### src/rtl/sys_ctrl_pkg.sv
// Shared constants and types for the command-side system controller.
package sys_ctrl_pkg;

   localparam int unsigned DATA_W = 8;
   localparam int unsigned ADDR_W = 4;
   localparam int unsigned FUNC_W = 4;

   localparam logic [7:0] CMD_RF_WR   = 8'hAA;
   localparam logic [7:0] CMD_RF_RD   = 8'hBB;
   localparam logic [7:0] CMD_ALU_OP  = 8'hCC;
   localparam logic [7:0] CMD_ALU_NOP = 8'hDD;

   localparam int unsigned ALU_OP_A_ADDR = 0;
   localparam int unsigned ALU_OP_B_ADDR = 1;

   typedef enum logic [3:0] {
      S_IDLE,
      S_WR_ADDR,
      S_WR_DATA,
      S_RD_ADDR,
      S_RD_WAIT,
      S_OP_A,
      S_OP_B,
      S_ALU_FN,
      S_ALU_WAIT,
      S_SEND
   } state_e;

endpackage

### src/rtl/sys_ctrl_rsp.sv
// Two-byte response buffer; pushes bytes into the TX FIFO whenever it is not full.
module sys_ctrl_rsp
   import sys_ctrl_pkg::*;
#(
   parameter int unsigned DATA_WIDTH = DATA_W
) (
   input  logic                    clk,
   input  logic                    rst,
   input  logic                    load,
   input  logic [1:0]              load_cnt,
   input  logic [2*DATA_WIDTH-1:0] load_data,
   input  logic                    fifo_full,
   output logic [DATA_WIDTH-1:0]   tx_p_data,
   output logic                    tx_d_vld,
   output logic                    done_c
);

   logic [2*DATA_WIDTH-1:0] buf_q, buf_d;
   logic                    idx_q, idx_d;
   logic                    last_q, last_d;
   logic                    busy_q, busy_d;
   logic [DATA_WIDTH-1:0]   tx_p_data_q, tx_p_data_d;
   logic                    tx_d_vld_q, tx_d_vld_d;

   // Load on request and emit the next byte (LSB first) in any cycle the FIFO has room.
   always_comb begin
      buf_d       = buf_q;
      idx_d       = idx_q;
      last_d      = last_q;
      busy_d      = busy_q;
      tx_p_data_d = tx_p_data_q;
      tx_d_vld_d  = 1'b0;
      if (load) begin
         buf_d  = load_data;
         idx_d  = 1'b0;
         last_d = (load_cnt == 2'd2);
         busy_d = (load_cnt != 2'd0);
      end
      if (busy_d && !fifo_full) begin
         tx_d_vld_d  = 1'b1;
         tx_p_data_d = idx_d ? buf_d[2*DATA_WIDTH-1:DATA_WIDTH] : buf_d[DATA_WIDTH-1:0];
         if (idx_d == last_d) begin
            busy_d = 1'b0;
         end else begin
            idx_d = 1'b1;
         end
      end
   end

   // Response buffer and TX output registers.
   always_ff @(posedge clk or posedge rst) begin
      if (rst) begin
         buf_q       <= '0;
         idx_q       <= 1'b0;
         last_q      <= 1'b0;
         busy_q      <= 1'b0;
         tx_p_data_q <= '0;
         tx_d_vld_q  <= 1'b0;
      end else begin
         buf_q       <= buf_d;
         idx_q       <= idx_d;
         last_q      <= last_d;
         busy_q      <= busy_d;
         tx_p_data_q <= tx_p_data_d;
         tx_d_vld_q  <= tx_d_vld_d;
      end
   end

   assign tx_p_data = tx_p_data_q;
   assign tx_d_vld  = tx_d_vld_q;
   assign done_c    = ~busy_q;

endmodule

### src/rtl/sys_ctrl.sv
// Command framer: parses RX bytes into RegFile and ALU operations and queues responses for UART TX.
module sys_ctrl
   import sys_ctrl_pkg::*;
#(
   parameter int unsigned DATA_WIDTH     = DATA_W,
   parameter int unsigned ADDR_WIDTH     = ADDR_W,
   parameter int unsigned ALU_FUNC_WIDTH = FUNC_W
) (
   input  logic                        CLK,
   input  logic                        RST,
   input  logic [DATA_WIDTH-1:0]       RX_P_DATA,
   input  logic                        RX_D_VLD,
   output logic [ADDR_WIDTH-1:0]       RF_ADDR,
   output logic                        RF_WR_EN,
   output logic [DATA_WIDTH-1:0]       RF_WR_DATA,
   output logic                        RF_RD_EN,
   input  logic [DATA_WIDTH-1:0]       RF_RD_DATA,
   input  logic                        RF_RD_DATA_VLD,
   output logic [ALU_FUNC_WIDTH-1:0]   ALU_FUNC,
   output logic                        ALU_EN,
   output logic                        ALU_CLK_EN,
   input  logic [2*DATA_WIDTH-1:0]     ALU_OUT,
   input  logic                        ALU_OUT_VALID,
   output logic [DATA_WIDTH-1:0]       TX_P_DATA,
   output logic                        TX_D_VLD,
   input  logic                        FIFO_FULL,
   output logic                        CMD_ERR
);

   localparam int unsigned RSP_W = 2 * DATA_WIDTH;

   state_e                      state_q, state_d;
   logic [ADDR_WIDTH-1:0]       rf_addr_q, rf_addr_d;
   logic                        rf_wr_en_q, rf_wr_en_d;
   logic [DATA_WIDTH-1:0]       rf_wr_data_q, rf_wr_data_d;
   logic                        rf_rd_en_q, rf_rd_en_d;
   logic [ALU_FUNC_WIDTH-1:0]   alu_func_q, alu_func_d;
   logic                        alu_en_q, alu_en_d;
   logic                        alu_clk_en_q, alu_clk_en_d;
   logic                        cmd_err_q, cmd_err_d;

   logic                        rsp_load_c;
   logic [1:0]                  rsp_cnt_c;
   logic [RSP_W-1:0]            rsp_data_c;
   logic                        rsp_done_c;

   // Next-state and registered-output logic; strobes default low, held values default to current.
   always_comb begin
      state_d      = state_q;
      rf_addr_d    = rf_addr_q;
      rf_wr_en_d   = 1'b0;
      rf_wr_data_d = rf_wr_data_q;
      rf_rd_en_d   = 1'b0;
      alu_func_d   = alu_func_q;
      alu_en_d     = alu_en_q;
      alu_clk_en_d = alu_clk_en_q;
      cmd_err_d    = 1'b0;
      rsp_load_c   = 1'b0;
      rsp_cnt_c    = 2'd0;
      rsp_data_c   = '0;
      case (state_q)
         S_IDLE: begin
            if (RX_D_VLD) begin
               case (RX_P_DATA)
                  DATA_WIDTH'(CMD_RF_WR):   state_d = S_WR_ADDR;
                  DATA_WIDTH'(CMD_RF_RD):   state_d = S_RD_ADDR;
                  DATA_WIDTH'(CMD_ALU_OP):  state_d = S_OP_A;
                  DATA_WIDTH'(CMD_ALU_NOP): state_d = S_ALU_FN;
                  default:                  cmd_err_d = 1'b1;
               endcase
            end
         end
         S_WR_ADDR: begin
            if (RX_D_VLD) begin
               rf_addr_d = RX_P_DATA[ADDR_WIDTH-1:0];
               state_d   = S_WR_DATA;
            end
         end
         S_WR_DATA: begin
            if (RX_D_VLD) begin
               rf_wr_data_d = RX_P_DATA;
               rf_wr_en_d   = 1'b1;
               state_d      = S_IDLE;
            end
         end
         S_RD_ADDR: begin
            if (RX_D_VLD) begin
               rf_addr_d  = RX_P_DATA[ADDR_WIDTH-1:0];
               rf_rd_en_d = 1'b1;
               state_d    = S_RD_WAIT;
            end
         end
         S_RD_WAIT: begin
            if (RF_RD_DATA_VLD) begin
               rsp_load_c = 1'b1;
               rsp_cnt_c  = 2'd1;
               rsp_data_c = RSP_W'(RF_RD_DATA);
               state_d    = S_SEND;
            end
         end
         S_OP_A: begin
            if (RX_D_VLD) begin
               rf_addr_d    = ADDR_WIDTH'(ALU_OP_A_ADDR);
               rf_wr_data_d = RX_P_DATA;
               rf_wr_en_d   = 1'b1;
               state_d      = S_OP_B;
            end
         end
         S_OP_B: begin
            if (RX_D_VLD) begin
               rf_addr_d    = ADDR_WIDTH'(ALU_OP_B_ADDR);
               rf_wr_data_d = RX_P_DATA;
               rf_wr_en_d   = 1'b1;
               state_d      = S_ALU_FN;
            end
         end
         S_ALU_FN: begin
            if (RX_D_VLD) begin
               alu_func_d   = RX_P_DATA[ALU_FUNC_WIDTH-1:0];
               alu_en_d     = 1'b1;
               alu_clk_en_d = 1'b1;
               state_d      = S_ALU_WAIT;
            end
         end
         S_ALU_WAIT: begin
            if (ALU_OUT_VALID) begin
               rsp_load_c   = 1'b1;
               rsp_cnt_c    = 2'd2;
               rsp_data_c   = ALU_OUT;
               alu_en_d     = 1'b0;
               alu_clk_en_d = 1'b0;
               state_d      = S_SEND;
            end
         end
         S_SEND: begin
            if (rsp_done_c) begin
               state_d = S_IDLE;
            end
         end
         default: state_d = S_IDLE;
      endcase
   end

   // State and output registers; reset discards any partial command.
   always_ff @(posedge CLK or posedge RST) begin
      if (RST) begin
         state_q      <= S_IDLE;
         rf_addr_q    <= '0;
         rf_wr_en_q   <= 1'b0;
         rf_wr_data_q <= '0;
         rf_rd_en_q   <= 1'b0;
         alu_func_q   <= '0;
         alu_en_q     <= 1'b0;
         alu_clk_en_q <= 1'b0;
         cmd_err_q    <= 1'b0;
      end else begin
         state_q      <= state_d;
         rf_addr_q    <= rf_addr_d;
         rf_wr_en_q   <= rf_wr_en_d;
         rf_wr_data_q <= rf_wr_data_d;
         rf_rd_en_q   <= rf_rd_en_d;
         alu_func_q   <= alu_func_d;
         alu_en_q     <= alu_en_d;
         alu_clk_en_q <= alu_clk_en_d;
         cmd_err_q    <= cmd_err_d;
      end
   end

   sys_ctrl_rsp #(
      .DATA_WIDTH (DATA_WIDTH)
   ) u_rsp (
      .clk       (CLK),
      .rst       (RST),
      .load      (rsp_load_c),
      .load_cnt  (rsp_cnt_c),
      .load_data (rsp_data_c),
      .fifo_full (FIFO_FULL),
      .tx_p_data (TX_P_DATA),
      .tx_d_vld  (TX_D_VLD),
      .done_c    (rsp_done_c)
   );

   assign RF_ADDR    = rf_addr_q;
   assign RF_WR_EN   = rf_wr_en_q;
   assign RF_WR_DATA = rf_wr_data_q;
   assign RF_RD_EN   = rf_rd_en_q;
   assign ALU_FUNC   = alu_func_q;
   assign ALU_EN     = alu_en_q;
   assign ALU_CLK_EN = alu_clk_en_q;
   assign CMD_ERR    = cmd_err_q;

endmodule

### config.mk
export PLATFORM = sky130hd
export DESIGN_NAME = sys_ctrl
export DESIGN_NICKNAME = d
export VERILOG_FILES = /design/src/rtl/sys_ctrl_pkg.sv /design/src/rtl/sys_ctrl_rsp.sv /design/src/rtl/sys_ctrl.sv
export SDC_FILE = /design/constraint.sdc
export NUM_CORES = 1
export LEC_CHECK = 0
export ABC_AREA = 1
export CAP_MARGIN = 20
export CORE_MARGIN = 4
export CORE_UTILIZATION = 30
export CTS_CLUSTER_SIZE = 10
export DETAILED_ROUTE_END_ITERATION = 7
export GPL_TIMING_DRIVEN = 1
export HOLD_SLACK_MARGIN = 0.12
export RECOVER_POWER = 50
export SYNTH_ARGS = -nofsm -noshare
export SYNTH_HDL_FRONTEND = slang
export SYNTH_SLANG_ARGS = --single-unit
### constraint.sdc
create_clock -name CLK -period 2 [get_ports CLK]
set_clock_uncertainty 0.2 [all_clocks]
set_input_delay 0.2 -clock CLK [delete_from_list [all_inputs] [get_ports CLK]]
set_output_delay 0.2 -clock CLK [all_outputs]
set_load 0.005 [all_outputs]
==> results.md <==
- Critical path endpoint: state_q[1]
- Io pins: 68
- Area leader, netlist: dfrtp_1
- Post-synthesis sequential area ratio: 0.486
- DR vias/cell: roughly 4.5
- Crit start category: input port
- Placed cell areas: 0.00355 mm^2
- CP most frequent cell: dlygate4sd3_1
- RePlAce Congestion: 0.824
- # setup viols final: 0
- Yosys reg bits: 52
- Drc violations: 0
- Worst EP arrival: 2040 ps
- Max FO, Critical Path: 42
- Starting DRT DRC Count: 64
- Share of cells above drive strength 1: 0.113
- Yosys top cell area share: 0.486
- Final ANT Viol Nets: 0
- Post-synth ARST share: 1.00
- First-pass GRT wire length: about 11000 um
- Yosys cell types: 24
- Worst hold path type: input port to register
- VDD IR max: approximately 0.46 mV
- Site row count: 34
- Die W: slightly above 100 um
- Largest net degree at the start of global routing: 43
- Final net count: 471
- 1st-pass router iterations: 4
- Yosys warns: 0
- Vias: 2413
- Number of clock sinks: 52
- Area grow syn2layout: 38.5%
- Htree depth: 2
- Final Hold Vio Count: 0
- N_diodes: 0
- Pwr dens: 1320 mW/mm^2
- Final instance area: roughly 0.0037 mm^2
- Fmax achieved: between 500 and 600 MHz
- Initial antenna violation count: 0
- Root Driver: clkbuf_8
- Cell Area, Synth: 0.00268 mm^2
- PortBufs: 67
- Critical path's slowest cell: dlygate4sd3_1
- Hold Path Depth: 3
- Mapped Nets: between 300 and 400
- Final worst-path setup slack: 185 ps
- Final worst path period share: 0.907
- Worst r2r dst: u_rsp.tx_p_data[7]
- Status: completed
- Grt total ovfl: 0
- Final WL: 6760 um
- EDFF count, synth: 0
- Maximum buffer depth of the clock tree: 2
- Core area: 0.00872 mm^2
- Top cells by count, synth: nand2_1 (119), nand3_1 (68), dfrtp_1 (52)
- RSZ-0062 raised after global routing: no
- Main synth FF type: dfrtp_1
- Final hold slack: around 250 ps
- Critical Path End Type: async pin
- Final Total Pwr: slightly below 5 mW
- Critical path type: input port to async pin
- Setup Fix Bufs, Post-CTS: 0
- Fin crit period: 1810 ps
- Initial Utilization: 0.307
- CTS tree: built
- Max Cap Violations: 0
- Buffer and inverter count on the worst path: 4
- Worst slack, placed: -35.0 ps
- Worst-Margin Slew: 425 ps
- Latest clock arrival within the worst-skew pair: 310 ps
- Delay-heaviest family, CP: buffers and inverters
- Routed wire length per instance: 12.5 um
- R2R Setup Slk: 190 ps
- LEAKAGE: 1.98 nW
- Slew Viols, Final: 0
- Cells after synthesis: 351
- Synth top area cells: dfrtp_1 (49%), nand2_1 (17%), nand3_1 (13%), inv_1 (6.6%), nand3_2 (3.4%)
- CTS Buf Count: 5
- Crit Reg-Reg Startpoint: state_q[3]
- Crit path largest cell delay: around 550 ps
- Slew HR: 0.716
- DIE AREA: about 0.011 mm^2
- Syn_area_per_cell: 7.63 um^2
- Final HPWL from detailed placement: 5240 um
- Worst EP required: 2230 ps
- GRT Total Usage: 0.134
- CTS clk-pin slew, worst paths: 100 ps
- R2R depth: 9
- Crit path from: RST
- Worst path cell trace: dlygate4sd3_1, dlygate4sd3_1, inv_1, buf_6
- Count leader, synth: nand2_1
- Die height: 102 um
- Vias in the first global route: roughly 2400
- Crit path depth: 4
## repair_timing
item | 4_1_cts | 5_1_grt
hold endpoints to repair | 10 | 0
setup endpoints to repair | 0 | 13
gates resized for setup | 0 | 8
hold buffers | 1 | 0
## sequential cells by signal, summed over array words and instances, names as in the netlist
register	count
ALU_CLK_EN	1
u_rsp.tx_p_data	8
ALU_FUNC	4
u_rsp.tx_d_vld	1
RF_WR_EN	1
u_rsp.busy_q	1
CMD_ERR	1
RF_RD_EN	1
RF_ADDR	4
u_rsp.idx_q	1
u_rsp.buf_q	16
state_q	4
RF_WR_DATA	8
u_rsp.last_q	1
## layer usage
| layer | up-vias | global-route usage | part of all wire |
|---|---|---|---|
| met1 | 1093 | 0.192 | 0.48 |
| met2 | 46 | 0.206 | 0.46 |
| met5 | - | 0 | 0 |
| li1 | 1267 | - | - |
| met4 | 0 | 0.0484 | 0.018 |
| met3 | 7 | 0.0191 | 0.040 |
## per-stage QoR
stage	TNS [ps]	util	instances
final	0	0.425	541
after CTS	0	0.422	540
after global placement	0	0.407	531
after global routing	0	0.425	541
after floorplan	0	-	351
after detailed placement	-57.5	0.407	531
## layout by cell type (no fill, tap or decap), types with 8 or more instances in the layout
cell,n
inv_1,47
clkdlybuf4s50_1,57
o21ai_1,8
nand3_1,66
dlygate4sd3_1,11
nand2_1,118
o21ai_0,10
nand3_2,11
dfrtp_1,51
buf_4,16
## kinds of logic after synthesis
logic type                 after synthesis  share of synthesized area
AOI/OAI and AO/OA                       20                     0.0397
xor gates and xnor gates                 1                    0.00327
adders and majority gates                1                    0.00467
buffers and inverters                   64                      0.101
DFF                                     52                      0.486
and+or+nand+nor                        213                      0.365
## layout make-up
cell class / instances / area, um^2
Fill cell: 874 / 5010
Clock buffer: 6 / 82.6
Multi-Input combinational cell: 236 / 1130
Clock inverter: 2 / 38.8
Timing Repair Buffer: 86 / 823
Inverter: 51 / 193
Sequential cell: 52 / 1300
Tap cell: 108 / 135
## how the worst min path moves through the flow
stage	startpoint	to	slack, ps
6_report	ALU_OUT[10]	u_rsp.buf_q[10]	250
2_1_floorplan	RX_P_DATA[6]	RF_WR_DATA[6]	110
3_3_place_gp	RST	ALU_CLK_EN	270
5_1_grt	ALU_OUT[15]	u_rsp.buf_q[15]	270
3_5_place_dp	RST	ALU_CLK_EN	270
4_1_cts	ALU_OUT[10]	u_rsp.buf_q[10]	250
## power breakdown
part	internal [mW]	switching [mW]	leakage (nW)
Clock	0.410	0.354	0.0614
Combinational	1.12	1.24	1.25
Sequential	1.51	0.269	0.673
Total	3.04	1.86	1.98
## worst register-to-register path: stages, from the launching register on
cell and delay [ps]:
dfrtp_1 460, inv_2 80, nor2_2 40, nand3_2 120
buf_4 210, nand2_1 160, nor2_4 200, nand3_1 100
nand3_1 90, nand2_1 60
Power figures use the tool's default switching activity.
==> patch 1 (config.mk and constraints unchanged) <==
Change the package constant `DATA_W` from 8 to 6.
--- a/src/rtl/sys_ctrl_pkg.sv
+++ b/src/rtl/sys_ctrl_pkg.sv
@@ -2,5 +2,5 @@
 package sys_ctrl_pkg;
 
-   localparam int unsigned DATA_W = 8;
+   localparam int unsigned DATA_W = 6;
    localparam int unsigned ADDR_W = 4;
    localparam int unsigned FUNC_W = 4;
Interface: changed (5 resized); port bits go from 68 to 56. The function was not compared with the original's and may differ.
==> patch 1 against the unedited design <==
  * Combinational power decreased by 28%
  * Sequential cell count decreased by 8
  * Synthesized area decreased by 15%
  * Setup slack got worse by 23 ps
  * Count of clock-buffer cells in the layout decreased by 1
  * Wire length decreased by 20%
  * Global-route usage increased by 0.19 points
  * Core utilization decreased by 0.56 points
  * Total power decreased by 21%
  * First-iteration DRC count increased by 78%
  * Design area decreased by 17%
  * Clock power decreased by 8.3%
  * Die area decreased by 14%
  * Critical endpoint is now u_rsp.busy_q$_DFF_PP0_
  * Largest cell class unchanged
  * Largest power group unchanged
==> patch 1: results (changes against the unedited design) <==
| Metric | Value |
|---|---|
| Vias in the first global route | `2070 (was 2385)` |
| Top cells by area, synth | `dfrtp_1, nand2_1, nand3_1, inv_1, o21ai_0 (was dfrtp_1, nand2_1, nand3_1, inv_1, nand3_2)` |
| Crit path DAT | `1840 ps (was 2040 ps)` |
| Fillers | `732 (was 874)` |
| Reg2reg start | `state_q[2]$_DFFE_PP0P_ (was state_q[3]$_DFFE_PP0P_)` |
| Setup slack, reg-to-reg | `160 ps (was 190 ps)` |
| GR Util met1 | `0.172 (was 0.192)` |
| All-Layer GR Usage | `0.136 (was 0.134)` |
| Met3 usage | `0.0260 (was 0.0191)` |
| Pre-CTS setup slack | `75.4 ps (was -35.0 ps)` |
| Max incr delay on CP | `450 ps (was 550 ps)` |
| Routed wire length | `5.41 mm (was 6.76 mm)` |
| Placed Area | `2970 sq um (was 3550 sq um)` |
| Reg2reg end | `u_rsp.busy_q$_DFF_PP0_ (was u_rsp.tx_p_data[7]$_DFFE_PP0P_)` |
| Slew headroom | `0.602 (was 0.716)` |
| Met2 usage | `0.230 (was 0.206)` |
| Max FFs per register | `12 (was 16)` |
| Synth cell count leaders | `nand2_1, nand3_1, dfrtp_1 (unchanged)` |
| P_leak | `1.62 nW (was 1.98 nW)` |
| DP HPWL | `4.27 mm (was 5.24 mm)` |
| First-pass GRT wire length | `9.72 mm (was 11.2 mm)` |
| CP Class | `register to register (was input pin to asynchronous set/reset pin)` |
| Mapped Nets | `321 (was 390)` |
| Initial DRC Count | `114 (was 64)` |
| Status | `finished, final reports clean (unchanged)` |
| Top delay family on crit path | `simple AND/OR/NAND/NOR gates (was buffers and inverters)` |
| Maximum vdd ir drop | `0.488 mV (was 0.457 mV)` |
| Finished Cell Area | `3080 sq um (was 3710 sq um)` |
| Final min period | `1840 ps (was 1810 ps)` |
[patch 1: cell types whose count changed after synthesis, sizes merged, moves of 3 or more]
cell,change
nand2,-26
o21ai,+4
nand3,-23
buf,-3
inv,-8
nor2,+4
dfrtp,-8
[patch 1: timing repair]
action | in CTS | in global routing
hold buffers | 1 | 0
resized for setup | 0 | 3
endpoints found under the setup margin | 0 | 3
hold endpoints to repair | 44 | 0
[patch 1: logic make-up after synthesis]
group           Yosys count  share of synthesized area
buf+inv                  52                      0.104
flops                    44                      0.484
compound gates           26                     0.0654
fa+ha+maj                 1                    0.00549
simple gates            167                      0.341
[patch 1: power groups by stage]
stage                     clock [W]  sequential [W]  combinational [W]
after detailed placement          0         0.00150            0.00175
after CTS                  0.000721         0.00149            0.00176
after global routing       0.000760         0.00154            0.00196
final                      0.000700         0.00149            0.00170
after floorplan                   0         0.00145            0.00103
after global placement            0         0.00149            0.00172
[patch 1: worst min-delay path, cell delays in order]
cell and delay [ps]:
clkdlybuf4s50_1 400, nand2_1 90, nand2_1 50
[patch 1: layout make-up]
| cell class | instances | area share |
|---|---|---|
| well taps | 99 | 0.0403 |
| repair buffers | 66 | 0.207 |
| flip-flops and latches | 44 | 0.359 |
| clock inverters | 3 | 0.0150 |
| clock buffers | 5 | 0.0224 |
| multi-input cells | 194 | 0.303 |
| inverters | 43 | 0.0541 |
[patch 1: metrics by stage]
step	hold WS, ps	cells
final	280	454
after global routing	287	454
after CTS	272	454
after detailed placement	270	445
after global placement	270	445
after floorplan	110	290
[patch 1: metal layers]
layer	up-vias	routed length, um
met5	-	0
met3	7	239
met4	0	103
met1	917	2440
met2	50	2630
li1	1049	-
==> patch 2 (same settings) <==
Made on the original files. `buf_q` and `tx_p_data_q` no longer have a reset.
--- a/src/rtl/sys_ctrl_rsp.sv
+++ b/src/rtl/sys_ctrl_rsp.sv
@@ -51,18 +51,19 @@
    always_ff @(posedge clk or posedge rst) begin
       if (rst) begin
-         buf_q       <= '0;
          idx_q       <= 1'b0;
          last_q      <= 1'b0;
          busy_q      <= 1'b0;
-         tx_p_data_q <= '0;
          tx_d_vld_q  <= 1'b0;
       end else begin
-         buf_q       <= buf_d;
          idx_q       <= idx_d;
          last_q      <= last_d;
          busy_q      <= busy_d;
-         tx_p_data_q <= tx_p_data_d;
          tx_d_vld_q  <= tx_d_vld_d;
       end
+   end
+
+   always_ff @(posedge clk) begin
+      buf_q       <= buf_d;
+      tx_p_data_q <= tx_p_data_d;
    end
 
Check against the original RTL: differs if RST is asserted again (counterexample within 4 cycles, from zero or initial values and one cycle with RST high); with RST held inactive, the same outputs for 10 cycles.
==> patch 2 against the unedited design <==
  * Design area decreased by 8.4%
  * Setup slack got worse by 5.1 ps
  * Maximum frequency decreased by 0.28%
  * Combinational power decreased by 27%
  * Synthesized cell count decreased by 13%
  * Cell count decreased by 8.9%
  * Sequential cell count unchanged
  * Total power decreased by 16%
  * Wire length decreased by 15%
  * Non-clock buffer count decreased by 2
  * Critical path depth increased by 6
  * Synthesized area decreased by 10%
  * Largest cell class unchanged
  * Highest routed layer unchanged
==> patch 2: results (changes against the unedited design) <==
| Metric | Value |
|---|---|
| Status | `finished, final reports clean (unchanged)` |
| Reg2reg end | `u_rsp.busy_q$_DFF_PP0_ (was u_rsp.tx_p_data[7]$_DFFE_PP0P_)` |
| Met2 usage | `0.204 (was 0.206)` |
| Crit path capture type | `register (was asynchronous set/reset pin)` |
| Routed met2 length | `2.88 mm (was 3.09 mm)` |
| Synth cell count leaders | `nand2_1, inv_1, dfrtp_1 (was nand2_1, nand3_1, dfrtp_1)` |
| Placed cells | `483 (was 531)` |
| Synth async-reset ratio | `0.538 (was 1.00)` |
| HP Class | `register to register (was input pin to register)` |
| Nets | `429 (was 471)` |
| Synth Area in Compound Gates | `0.0550 (was 0.0397)` |
| Finished Cell Area | `3400 sq um (was 3710 sq um)` |
| Mapped Nets | `345 (was 390)` |
| XOR/XNOR Fraction of Synth Area | `0 (was 0.00327)` |
| Distinct cells, synth | `26 (was 24)` |
| Avg Inst Size Synth | `7.88 sq um (was 7.63 sq um)` |
| Via Count | `2074 (was 2413)` |
| Vias/cell | `4.21 (was 4.46)` |
| Placed Area | `3280 sq um (was 3550 sq um)` |
| Share of layout cells above drive strength 1 | `0.0921 (was 0.113)` |
| Initial DRC Count | `73 (was 64)` |
| Met3 Wirelength | `271 um (was 270 um)` |
| Worst Path Max Fanout | `10 (was 42)` |
| DP HPWL | `4.63 mm (was 5.24 mm)` |
| Post-synth EDFFs | `8 (was 0)` |
| Seq/Total Area, Yosys | `0.523 (was 0.486)` |
| Max incr delay on CP | `470 ps (was 550 ps)` |
| All-Layer GR Usage | `0.122 (was 0.134)` |
| P_leak | `1.73 nW (was 1.98 nW)` |
| First-pass GRT wire length | `9.58 mm (was 11.2 mm)` |
| Worst hold endpoint | `u_rsp.buf_q[5]$_DFF_P_ (was u_rsp.buf_q[10]$_DFF_PP0_)` |
| Vias in the first global route | `1945 (was 2385)` |
| CP max-delay cell | `dfrtp_1 (was dlygate4sd3_1)` |
| Clock tree buffer depth | `2 (unchanged)` |
| Wire per inst | `11.7 um (was 12.5 um)` |
| GR Util met1 | `0.158 (was 0.192)` |
| WHS Path Cells | `2 (was 3)` |
| Maximum vdd ir drop | `0.402 mV (was 0.457 mV)` |
| Met3 usage | `0.0244 (was 0.0191)` |
| Worst setup path startpoint | `state_q[1]$_DFFE_PP0P_ (was RST)` |
| Largest net degree at the start of global routing | `29 (was 43)` |
| Top delay family on crit path | `flip-flops (was buffers and inverters)` |
| Top cells by area, synth | `dfrtp_1, nand2_1, dfxtp_1, edfxtp_1, inv_1 (was dfrtp_1, nand2_1, nand3_1, inv_1, nand3_2)` |
| Final min period | `1820 ps (was 1810 ps)` |
| Fillers | `773 (was 874)` |
## patch 2: area by class of cell
type,instances,share of cell area
multi-input combinational,201,0.273
clock inverter,3,0.0125
inverter,46,0.0530
sequential,52,0.371
clock buffer,5,0.0203
tap,102,0.0376
timing repair buffer,84,0.233
## patch 2: logic make-up (layout without fill, tap and decap cells)
kind of cell / Yosys count / count (layout)
flip-flops: 52 / 52
AND/OR/NAND/NOR: 174 / 174
buffers and inverters: 53 / 138
adder cells (fa/ha/maj): 1 / 1
AO/OA/AOI/OAI: 26 / 26
## patch 2: worst reg2reg max path, stage by stage (launching register included)
cell and delay [ps]:
dfrtp_1 470, inv_1 100, nand2_2 140, nor2_8 50
nand2_4 70, nand2_4 60, inv_6 100, nand2_8 80
ha_1 300, o21ai_1 110, inv_1 40
## patch 2: power by group
part / internal, W / total (W) / switching, W
clock: 0.000371 / 0.000713 / 0.000342
combinational: 0.000812 / 0.00173 / 0.000922
sequential: 0.00151 / 0.00169 / 0.000178
